===== config.mk =====
export PLATFORM = sky130hd
export DESIGN_NAME = mc_ifetch_responder
export DESIGN_NICKNAME = d
export VERILOG_FILES = /design/src/rtl/mc_ifetch_responder.sv
export SDC_FILE = /design/constraint.sdc
export NUM_CORES = 1
export LEC_CHECK = 0
export CAP_MARGIN = 25
export CORE_MARGIN = 8
export CORE_UTILIZATION = 47
export CTS_CLUSTER_SIZE = 12
export DETAILED_ROUTE_END_ITERATION = 7
export GPL_TIMING_DRIVEN = 0
export PLACE_DENSITY = 0.82
export SKIP_CTS_REPAIR_TIMING = 1
export SLEW_MARGIN = 40
export SYNTH_ARGS = -nofsm -noshare
export SYNTH_HDL_FRONTEND = slang
export SYNTH_SLANG_ARGS = --single-unit

===== constraint.sdc =====
create_clock -name clk_in -period 7.7 [get_ports clk_in]
set_clock_uncertainty 0.15 [all_clocks]
set_input_delay 1.54 -clock clk_in [delete_from_list [all_inputs] [get_ports clk_in]]
set_output_delay 1.54 -clock clk_in [all_outputs]
set_load 0.005 [all_outputs]

===== src/rtl/mc_ifetch_responder.sv =====
`default_nettype none
// ============================================================================
// Module   : mc_ifetch_responder
// Brief    : Fetches one aligned instruction block byte-by-byte from the RAM
//            port on an ICache request and returns it as a one-cycle pulse.
// Revision : 1.0 - initial release
// ============================================================================
module mc_ifetch_responder #(
    parameter int BLOCK_WIDTH = 2,
    parameter int BLOCK_SIZE  = 1 << BLOCK_WIDTH
) (
    input  logic                      clk_in,
    input  logic                      rst_in,
    input  logic                      rdy_in,
    input  logic                      icache_query_en,
    input  logic [31:0]               icache_query_addr,
    output logic                      icache_data_en,
    output logic [32*BLOCK_SIZE-1:0]  icache_data,
    output logic                      busy,
    output logic                      mem_req,
    input  logic                      mem_grant,
    output logic [31:0]               mem_a,
    output logic                      mem_wr,
    input  logic [7:0]                mem_din
);

    localparam int NBYTE = 4 * BLOCK_SIZE;
    localparam int OFF_W = BLOCK_WIDTH + 2;
    localparam int PTR_W = OFF_W + 1;
    localparam logic [PTR_W-1:0] NBYTE_P = PTR_W'(NBYTE);
    localparam logic [PTR_W-1:0] LAST_P  = PTR_W'(NBYTE - 1);

    typedef enum logic [1:0] {
        S_IDLE       = 2'd0,
        S_WAIT_GRANT = 2'd1,
        S_READ       = 2'd2
    } state_t;

    state_t             r_state,     w_state;
    logic [31:0]        r_base,      w_base;
    logic [PTR_W-1:0]   r_issue_ptr, w_issue_ptr;
    logic [PTR_W-1:0]   r_cap_cnt,   w_cap_cnt;
    logic               r_inflight,  w_inflight;
    logic               r_data_en,   w_data_en;
    logic [8*NBYTE-1:0] r_data,      w_data;
    logic               w_unused_addr_bits;

    // Offset bits within the block are discarded when the base is latched.
    assign w_unused_addr_bits = ^icache_query_addr[OFF_W-1:0];

    always_ff @(posedge clk_in or posedge rst_in) begin
        if (rst_in) begin
            r_state     <= S_IDLE;
            r_base      <= '0;
            r_issue_ptr <= '0;
            r_cap_cnt   <= '0;
            r_inflight  <= 1'b0;
            r_data_en   <= 1'b0;
            r_data      <= '0;
        end else begin
            r_state     <= w_state;
            r_base      <= w_base;
            r_issue_ptr <= w_issue_ptr;
            r_cap_cnt   <= w_cap_cnt;
            r_inflight  <= w_inflight;
            r_data_en   <= w_data_en;
            r_data      <= w_data;
        end
    end

    always_comb begin
        w_state     = r_state;
        w_base      = r_base;
        w_issue_ptr = r_issue_ptr;
        w_cap_cnt   = r_cap_cnt;
        w_inflight  = r_inflight;
        w_data_en   = 1'b0;
        w_data      = r_data;
        case (r_state)
            S_IDLE: begin
                if (rdy_in && icache_query_en) begin
                    w_base  = {icache_query_addr[31:OFF_W], {OFF_W{1'b0}}};
                    w_state = S_WAIT_GRANT;
                end
            end
            S_WAIT_GRANT: begin
                if (rdy_in && mem_grant) begin
                    w_state     = S_READ;
                    w_issue_ptr = '0;
                    w_cap_cnt   = '0;
                    w_inflight  = 1'b0;
                end
            end
            S_READ: begin
                if (rdy_in) begin
                    if (r_issue_ptr < NBYTE_P) begin
                        w_issue_ptr = r_issue_ptr + 1'b1;
                        w_inflight  = 1'b1;
                    end else begin
                        w_inflight  = 1'b0;
                    end
                    // mem_din holds the byte addressed one edge earlier.
                    if (r_inflight) begin
                        for (int k = 0; k < NBYTE; k++) begin
                            if (r_cap_cnt == PTR_W'(k)) begin
                                w_data[8*k +: 8] = mem_din;
                            end
                        end
                        w_cap_cnt = r_cap_cnt + 1'b1;
                        if (r_cap_cnt == LAST_P) begin
                            w_data_en = 1'b1;
                            w_state   = S_IDLE;
                        end
                    end
                end else begin
                    // A pause drops the byte in flight; re-issue from the first uncaptured one.
                    w_issue_ptr = r_cap_cnt;
                    w_inflight  = 1'b0;
                end
            end
            default: begin
                w_state = S_IDLE;
            end
        endcase
    end

    assign icache_data_en = r_data_en;
    assign icache_data    = r_data;
    assign busy           = (r_state != S_IDLE);
    assign mem_req        = busy;
    assign mem_wr         = 1'b0;
    assign mem_a          = (r_state == S_READ && r_issue_ptr < NBYTE_P)
                          ? (r_base | {{(32-PTR_W){1'b0}}, r_issue_ptr})
                          : 32'h0;

endmodule
`default_nettype wire


==> run summary, run 1 <==
Run status
- finished, final reports clean — result of the run

Timing
- 0.473 — worst relative slew slack
- 0 — number of max-slew violations in the final report
- 0 ns — setup tns final
- 4.42 ns — shortest clock period the worst path allows after layout
- 226 MHz — Highest Clock Rate
- 0 — final setup fails
- 0.785 ns — Worst-Margin Slew
- 0.336 ns — Hold Worst Slack
- false — setup repair after global routing missed its margin
- 0 — count of endpoints failing hold in the final timing report
- 0.574 — ratio of final minimum period to clock period

Global routing
- 5,323 — via count of the first global-routing pass
- 0 — initial antenna violation count
- 88 — maximum number of pins on one net before global-route repair
- 30.6 mm — first-pass GRT wire length
- 0.199 — combined global-route utilization of all metal layers
- 0 — final global-route overflow total

Floorplanning
- 0.481 — effective utilization at floorplan
- 44 — number of placement rows
- 209 — I/O pin cnt
- 138 um — width of the chip
- 19,000 sq um — Die Footprint
- 138 um — height of the chip
- 14,500 sq um — standard cell core area

Pwr
- 0.00185 W — design internal power
- 0.000654 W — net switching power
- 0.349 — clock network fraction of total power
- 4.59 nW — leakage power total
- 0.441 — Flop pwr share
- 0.00251 W — total power after layout
- 0.210 — portion of total power attributed to combinational logic
- 173 uV — worst IR drop on VDD
- 253 nW/um^2 — Power Density
- 0.261 — switching share of power

Detailed routing
- 20.8 um — mean routed wirelength per cell
- 0 — DRC viols
- 4 — drt pass-1 iters
- 18.8 mm — total wirelength of the detailed-routed design
- 217 — initial DRC count
- 0 — Detail Route Antenna Nets
- 4,836 — vias after detailed routing
- 5.36 — vias per inst

CTS
- done — clock tree from TritonCTS
- 4 — H-tree Lvls
- 17 — total CTS buffers
- clkbuf_16 — clock tree root buffer cell
- 0.42 ns — insertion delay to the later sink of the worst-skew pair
- 2 — CTS max path bufs
- 170 — clk sinks
- 0.06 ns — clk slew on worst S/H paths

Critical path
- 6 — count of cells along the worst register-to-register path
- 0.53 ns — max incr delay on CP
- 6.01 ns — required arrival time at the worst endpoint
- 10 — largest fanout on the critical path
- 2.73 ns — critical path data arrival time
- 3 — sum of buffers and inverters on the critical path
- clkbuf_1, nor3b_1, clkbuf_1, and2_1, clkdlybuf4s50_1 — cell-by-cell listing of the critical path
- icache_data[121]$_DFFE_PP0P_ — reg-to-reg endpoint
- r_cap_cnt[0]$_DFFE_PP0P_ — launch instance of the worst register-to-register path
- 5.31 ns — worst reg-to-reg setup slack
- buffers and inverters — crit-path leading delay family
- output port — Critical Path Sink Type
- reg2out — critical setup path kind
- register — critical path startpoint category
- clkbuf_1 — most used cell, CP
- clkdlybuf4s50_1 — Critical-path top delay cell

Synthesis
- 170 — FF+latch count, synth
- 44 — Distinct cells, synth
- 534 — synthesized netlist net count
- 14.5 sq um — Synth Area per Inst
- dfrtp_1 — Primary FF master, synth
- 1.00 — share of flip-flops with an asynchronous set or reset
- 0.608 — sequential fraction of the synthesis area
- 483 — Mapped Cells
- 0 — count of warnings emitted by yosys
- 0 — Post-synth EDFFs
- 7000 sq um — synthesized cell area

Placed design
- 13.7 mm — HPWL after detailed placement
- 202 — number of buffer cells added on primary ports
- 0.855 — Placer Congestion

Min path
- icache_data[97]$_DFFE_PP0P_ — startpoint of the most critical hold path
- 1 — number of cells traversed by the worst hold path
- reg2reg — Hold Crit Class
- icache_data[97]$_DFFE_PP0P_ — hold worst-path end

Final layout
- 202 x clkdlybuf4s50_1, 170 x dfrtp_1, 152 x mux2_2, 31 x and2_1, 17 x clkbuf_16 — commonest cells after routing, fill and taps aside
- 0 — # diodes
- 1,035 — Filler Cells Inserted
- 0.287 — share of layout cells above drive strength 1
- 757 — number of nets in the final layout
- 41.8% — area delta synth->final
- clkdlybuf4s50_1 — most frequent standard cell in the layout excluding fill and tap cells

Job
- 0 — MaxCap Viol Count

-- state kept, by name, summed over array words and instances, names as in the netlist --
name	count
icache_data	128
r_base	28
r_cap_cnt	5
r_issue_ptr	5
r_state	2
icache_data_en	1
r_inflight	1
-- final cells by class --
type	count	area (sq um)	area share
inverter	11	48.8	0.00492
clock buffer	18	439	0.0443
timing repair buffer	204	2080	0.209
tap	184	230	0.0232
sequential	170	4250	0.429
buffer	27	119	0.0120
multi-input combinational	275	2580	0.260
clock inverter	14	169	0.0170
-- cells in the mapped netlist, types with 2 or more instances --
library cell,number,share of area
o21ai_0,6,0.0043
buf_2,8,0.0057
nand4b_1,2,0.0025
nor4bb_1,2,0.0029
nor2_2,2,0.0018
and2_1,31,0.028
a21oi_1,7,0.0050
buf_4,2,0.0021
ha_1,6,0.011
clkbuf_1,16,0.0086
mux2_1,4,0.0064
nor3_1,2,0.0014
mux2_2,152,0.24
nand3_1,9,0.0064
nand2b_1,4,0.0036
o2bb2ai_1,2,0.0025
nand2_1,16,0.0086
nor2b_1,2,0.0018
inv_1,11,0.0059
mux2i_1,2,0.0029
and4b_1,4,0.0057
or3_1,2,0.0018
dfrtp_1,170,0.61
-- metal layers --
| metal | vias up | global-route usage | share of wire |
|---|---|---|---|
| li1 | 2144 | - | - |
| met1 | 2475 | 0.242 | 0.41 |
| met2 | 202 | 0.311 | 0.48 |
| met3 | 15 | 0.0890 | 0.10 |
| met4 | 0 | 0.0618 | 0.0088 |
| met5 | - | 0 | 0 |
-- how the worst max path moves through the flow --
stage               slack (ns)  cells past startpoint                            to                    from
floorplan                 1.41                      1    icache_data[0]$_DFFE_PP0P_                  rst_in
global placement         -0.44                      2  icache_data[100]$_DFFE_PP0P_                  rst_in
CTS                       3.26                      5                      mem_a[4]  r_state[1]$_DFFE_PP0P_
global route              3.03                      5                     mem_a[13]  r_state[1]$_DFFE_PP0P_
finish                    3.28                      5                     mem_a[21]  r_state[1]$_DFFE_PP0P_
detailed placement        3.71                      5                      mem_a[4]  r_state[1]$_DFFE_PP0P_
-- metrics by stage --
stage,setup WS (ns),instance area (sq um),instances,util
final,3.28,9920,903,0.683
after global routing,3.03,9920,903,0.683
after CTS,3.26,9920,903,0.683
after detailed placement,3.71,9310,871,0.641
after global placement,-0.439,9250,869,0.636
after floorplan,1.41,7000,483,-
-- cells by family after synthesis --
family          after synthesis  synth area share
simple gates                 89            0.0853
other cells                   1          0.000536
compound gates               21            0.0186
buf+inv                      38            0.0229
fa+ha+maj                     6            0.0107
mux                         158             0.254
flops                       170             0.608
-- power by group through the flow --
stage	Clock, W	Sequential (W)	Combinational, W
2_1_floorplan	0	0.00110	0.000281
3_3_place_gp	0	0.00111	0.000505
3_5_place_dp	0	0.00112	0.000532
4_1_cts	0.000891	0.00110	0.000536
5_1_grt	0.000929	0.00112	0.000574
6_report	0.000875	0.00111	0.000527
No activity file was read; power rests on OpenSTA's default activity.
==> inputs of run 2 (changes only) <==
--- a/config.mk
+++ b/config.mk
@@ -7,11 +7,11 @@
 export LEC_CHECK = 0
 export CAP_MARGIN = 25
 export CORE_MARGIN = 8
-export CORE_UTILIZATION = 47
+export CORE_UTILIZATION = 43
 export CTS_CLUSTER_SIZE = 12
 export DETAILED_ROUTE_END_ITERATION = 7
 export GPL_TIMING_DRIVEN = 0
-export PLACE_DENSITY = 0.82
+export PLACE_DENSITY = 0.79
 export SKIP_CTS_REPAIR_TIMING = 1
 export SLEW_MARGIN = 40
 export SYNTH_ARGS = -nofsm -noshare
==> constraint.sdc (replaced) <==
create_clock -name clk_in -period 3.63 [get_ports clk_in]
set_clock_uncertainty 0.15 [all_clocks]
set_input_delay 0.726 -clock clk_in [delete_from_list [all_inputs] [get_ports clk_in]]
set_output_delay 0.726 -clock clk_in [all_outputs]
set_load 0.005 [all_outputs]
==> run 2 against run 1 <==
Against the previous run:
- die area grew 8.2%
- sequential cell count did not move
- design area increased by 1.4%
- combinational power is 120% higher
- largest cell class unchanged
==> run summary, run 2 (synthesis gave the netlist of run 1 again) <==
Run status
- finished, final reports clean — result of the run

Job
- 0 — MaxCap Viol Count, unchanged

Placed design
- 202 — number of buffer cells added on primary ports, unchanged
- 14.5 mm — HPWL after detailed placement, +5.5%
- 0.795 — Placer Congestion, -7.1%

Final layout
- 43.7% — area delta synth->final
- 4250 sq um — register area, unchanged
- clkdlybuf4s50_1 — most frequent standard cell in the layout excluding fill and tap cells
- 128 — max reg flops, unchanged
- 0 — # diodes, unchanged
- 202 x clkdlybuf4s50_1, 170 x dfrtp_1, 152 x mux2_2, 31 x and2_1, 19 x clkbuf_1 — commonest cells after routing, fill and taps aside
- 1,215 — Filler Cells Inserted, +17%
- 0.287 — share of layout cells above drive strength 1, about the same
- 2590 sq um — multi-input combinational cell area, +0.44%
- 0.633 — core utilization of the finished layout, -0.0495
- 763 — number of nets in the final layout, +0.79%

Critical path
- 2.52 ns — critical path data arrival time, -0.21 ns
- clkbuf_1 — most used cell, CP
- 10 — largest fanout on the critical path, unchanged
- output port — Critical Path Sink Type
- 0.54 ns — max incr delay on CP, about the same
- clkbuf_1, nor3b_4, clkbuf_1, and2_1, clkdlybuf4s50_1 — cell-by-cell listing of the critical path
- 2.75 ns — required arrival time at the worst endpoint, -3.26 ns
- 1.24 ns — worst reg-to-reg setup slack, -4.07 ns
- register — critical path startpoint category
- clkdlybuf4s50_1 — Critical-path top delay cell
- reg2out — critical setup path kind

Timing
- 0.544 — worst relative slew slack, +0.0711
- 0.349 ns — Hold Worst Slack, +0.0129 ns
- 0 — number of max-slew violations in the final report, unchanged
- 0.684 ns — Worst-Margin Slew, -0.101 ns
- 0 ns — setup tns final, unchanged
- 0 — count of endpoints failing hold in the final timing report, unchanged
- 0.935 — ratio of final minimum period to clock period
- 295 MHz — Highest Clock Rate
- false — setup repair after global routing missed its margin
- 3.39 ns — shortest clock period the worst path allows after layout
- 0 — final setup fails, unchanged

Pwr
- 314 uV — worst IR drop on VDD, +81%
- 4.63 nW — leakage power total, +0.82%
- 513 nW/um^2 — Power Density, +100%
- 0.00516 W — total power after layout, +110%

Detailed routing
- 18.8 mm — total wirelength of the detailed-routed design, +0.29%
- 20.1 um — mean routed wirelength per cell, -3.5%
- 6 — drt pass-1 iters, +2
- 4,757 — vias after detailed routing, -1.6%
- 0 — DRC viols, unchanged
- 5.07 — vias per inst, -5.3%
- 176 — initial DRC count, -19%
- 0 — Detail Route Antenna Nets, unchanged

CTS
- 170 — clk sinks, unchanged
- done — clock tree from TritonCTS
- 0.06 ns — clk slew on worst S/H paths, about the same
- 0.41 ns — insertion delay to the later sink of the worst-skew pair, about the same
- 17 — total CTS buffers, unchanged
- clkbuf_16 — clock tree root buffer cell
- 4 — H-tree Lvls, unchanged
- 2 — CTS max path bufs, unchanged

Global routing
- 29.7 mm — first-pass GRT wire length, -2.8%
- 0.188 — combined global-route utilization of all metal layers, -0.0114
- 0 — final global-route overflow total, unchanged
- 26 — maximum number of pins on one net before global-route repair, -70%
- 5,244 — via count of the first global-routing pass, -1.5%
- 0 — initial antenna violation count, unchanged

Min path
- reg2reg — Hold Crit Class

Floorplanning
- 144 um — height of the chip, +4.0%
- 20,600 sq um — Die Footprint, +8.2%
- 209 — I/O pin cnt, unchanged
- 46 — number of placement rows, +4.5%
- 144 um — width of the chip, +4.0%
- 0.440 — effective utilization at floorplan, -0.0410
- 15,900 sq um — standard cell core area, +9.3%

-- run 2: area by class of cell --
| cell class | count | area share |
|---|---|---|
| clock buffers | 22 | 0.0462 |
| multi-input cells | 275 | 0.258 |
| repair buffers | 210 | 0.223 |
| plain buffers | 27 | 0.0118 |
| clock inverters | 7 | 0.00672 |
| inverters | 11 | 0.00448 |
| flip-flops and latches | 170 | 0.423 |
| well taps | 216 | 0.0269 |
-- run 2: metal layers --
metal,share of wire,global-route usage,up-vias,wire (um)
li1,-,-,2151,-
met1,0.41,0.224,2402,7740
met2,0.48,0.306,188,8970
met3,0.10,0.0803,16,1950
met4,0.0081,0.0493,0,153
met5,0,0,-,0
-- run 2: power by group --
group / internal, W / switching, W / total [W]
sequential: 0.00217 / 0.000174 / 0.00235
combinational: 0.000677 / 0.000466 / 0.00114
clock: 0.000969 / 0.000698 / 0.00167
-- run 2: critical path, delay by kind of cell (launching register included) --
family                 cells  cell delay, ns
buffers and inverters      3            1.17
AND/OR/NAND/NOR            2            0.54
flip-flops                 1            0.40
-- run 2: through the flow --
step / std cells / cell area, sq um / setup WS (ns)
floorplan: 483 / 7000 / 0.585
global placement: 901 / 9290 / -0.647
detailed placement: 909 / 9510 / 0.406
CTS: 938 / 10000 / -0.0612
global route: 938 / 10100 / 0.0243
finish: 938 / 10100 / 0.238
-- run 2: worst paths after layout --
path,start,endpoint,cells past startpoint
max,r_state[1]$_DFFE_PP0P_,mem_a[13],5
min,r_base[19]$_DFFE_PP0P_,r_base[19]$_DFFE_PP0P_,1
max reg2reg,r_cap_cnt[1]$_DFFE_PP0P_,icache_data[37]$_DFFE_PP0P_,6
min reg2reg,r_base[19]$_DFFE_PP0P_,r_base[19]$_DFFE_PP0P_,1
max in group asynchronous,rst_in,r_base[24]$_DFFE_PP0P_,6
min in group asynchronous,rst_in,icache_data[104]$_DFFE_PP0P_,2
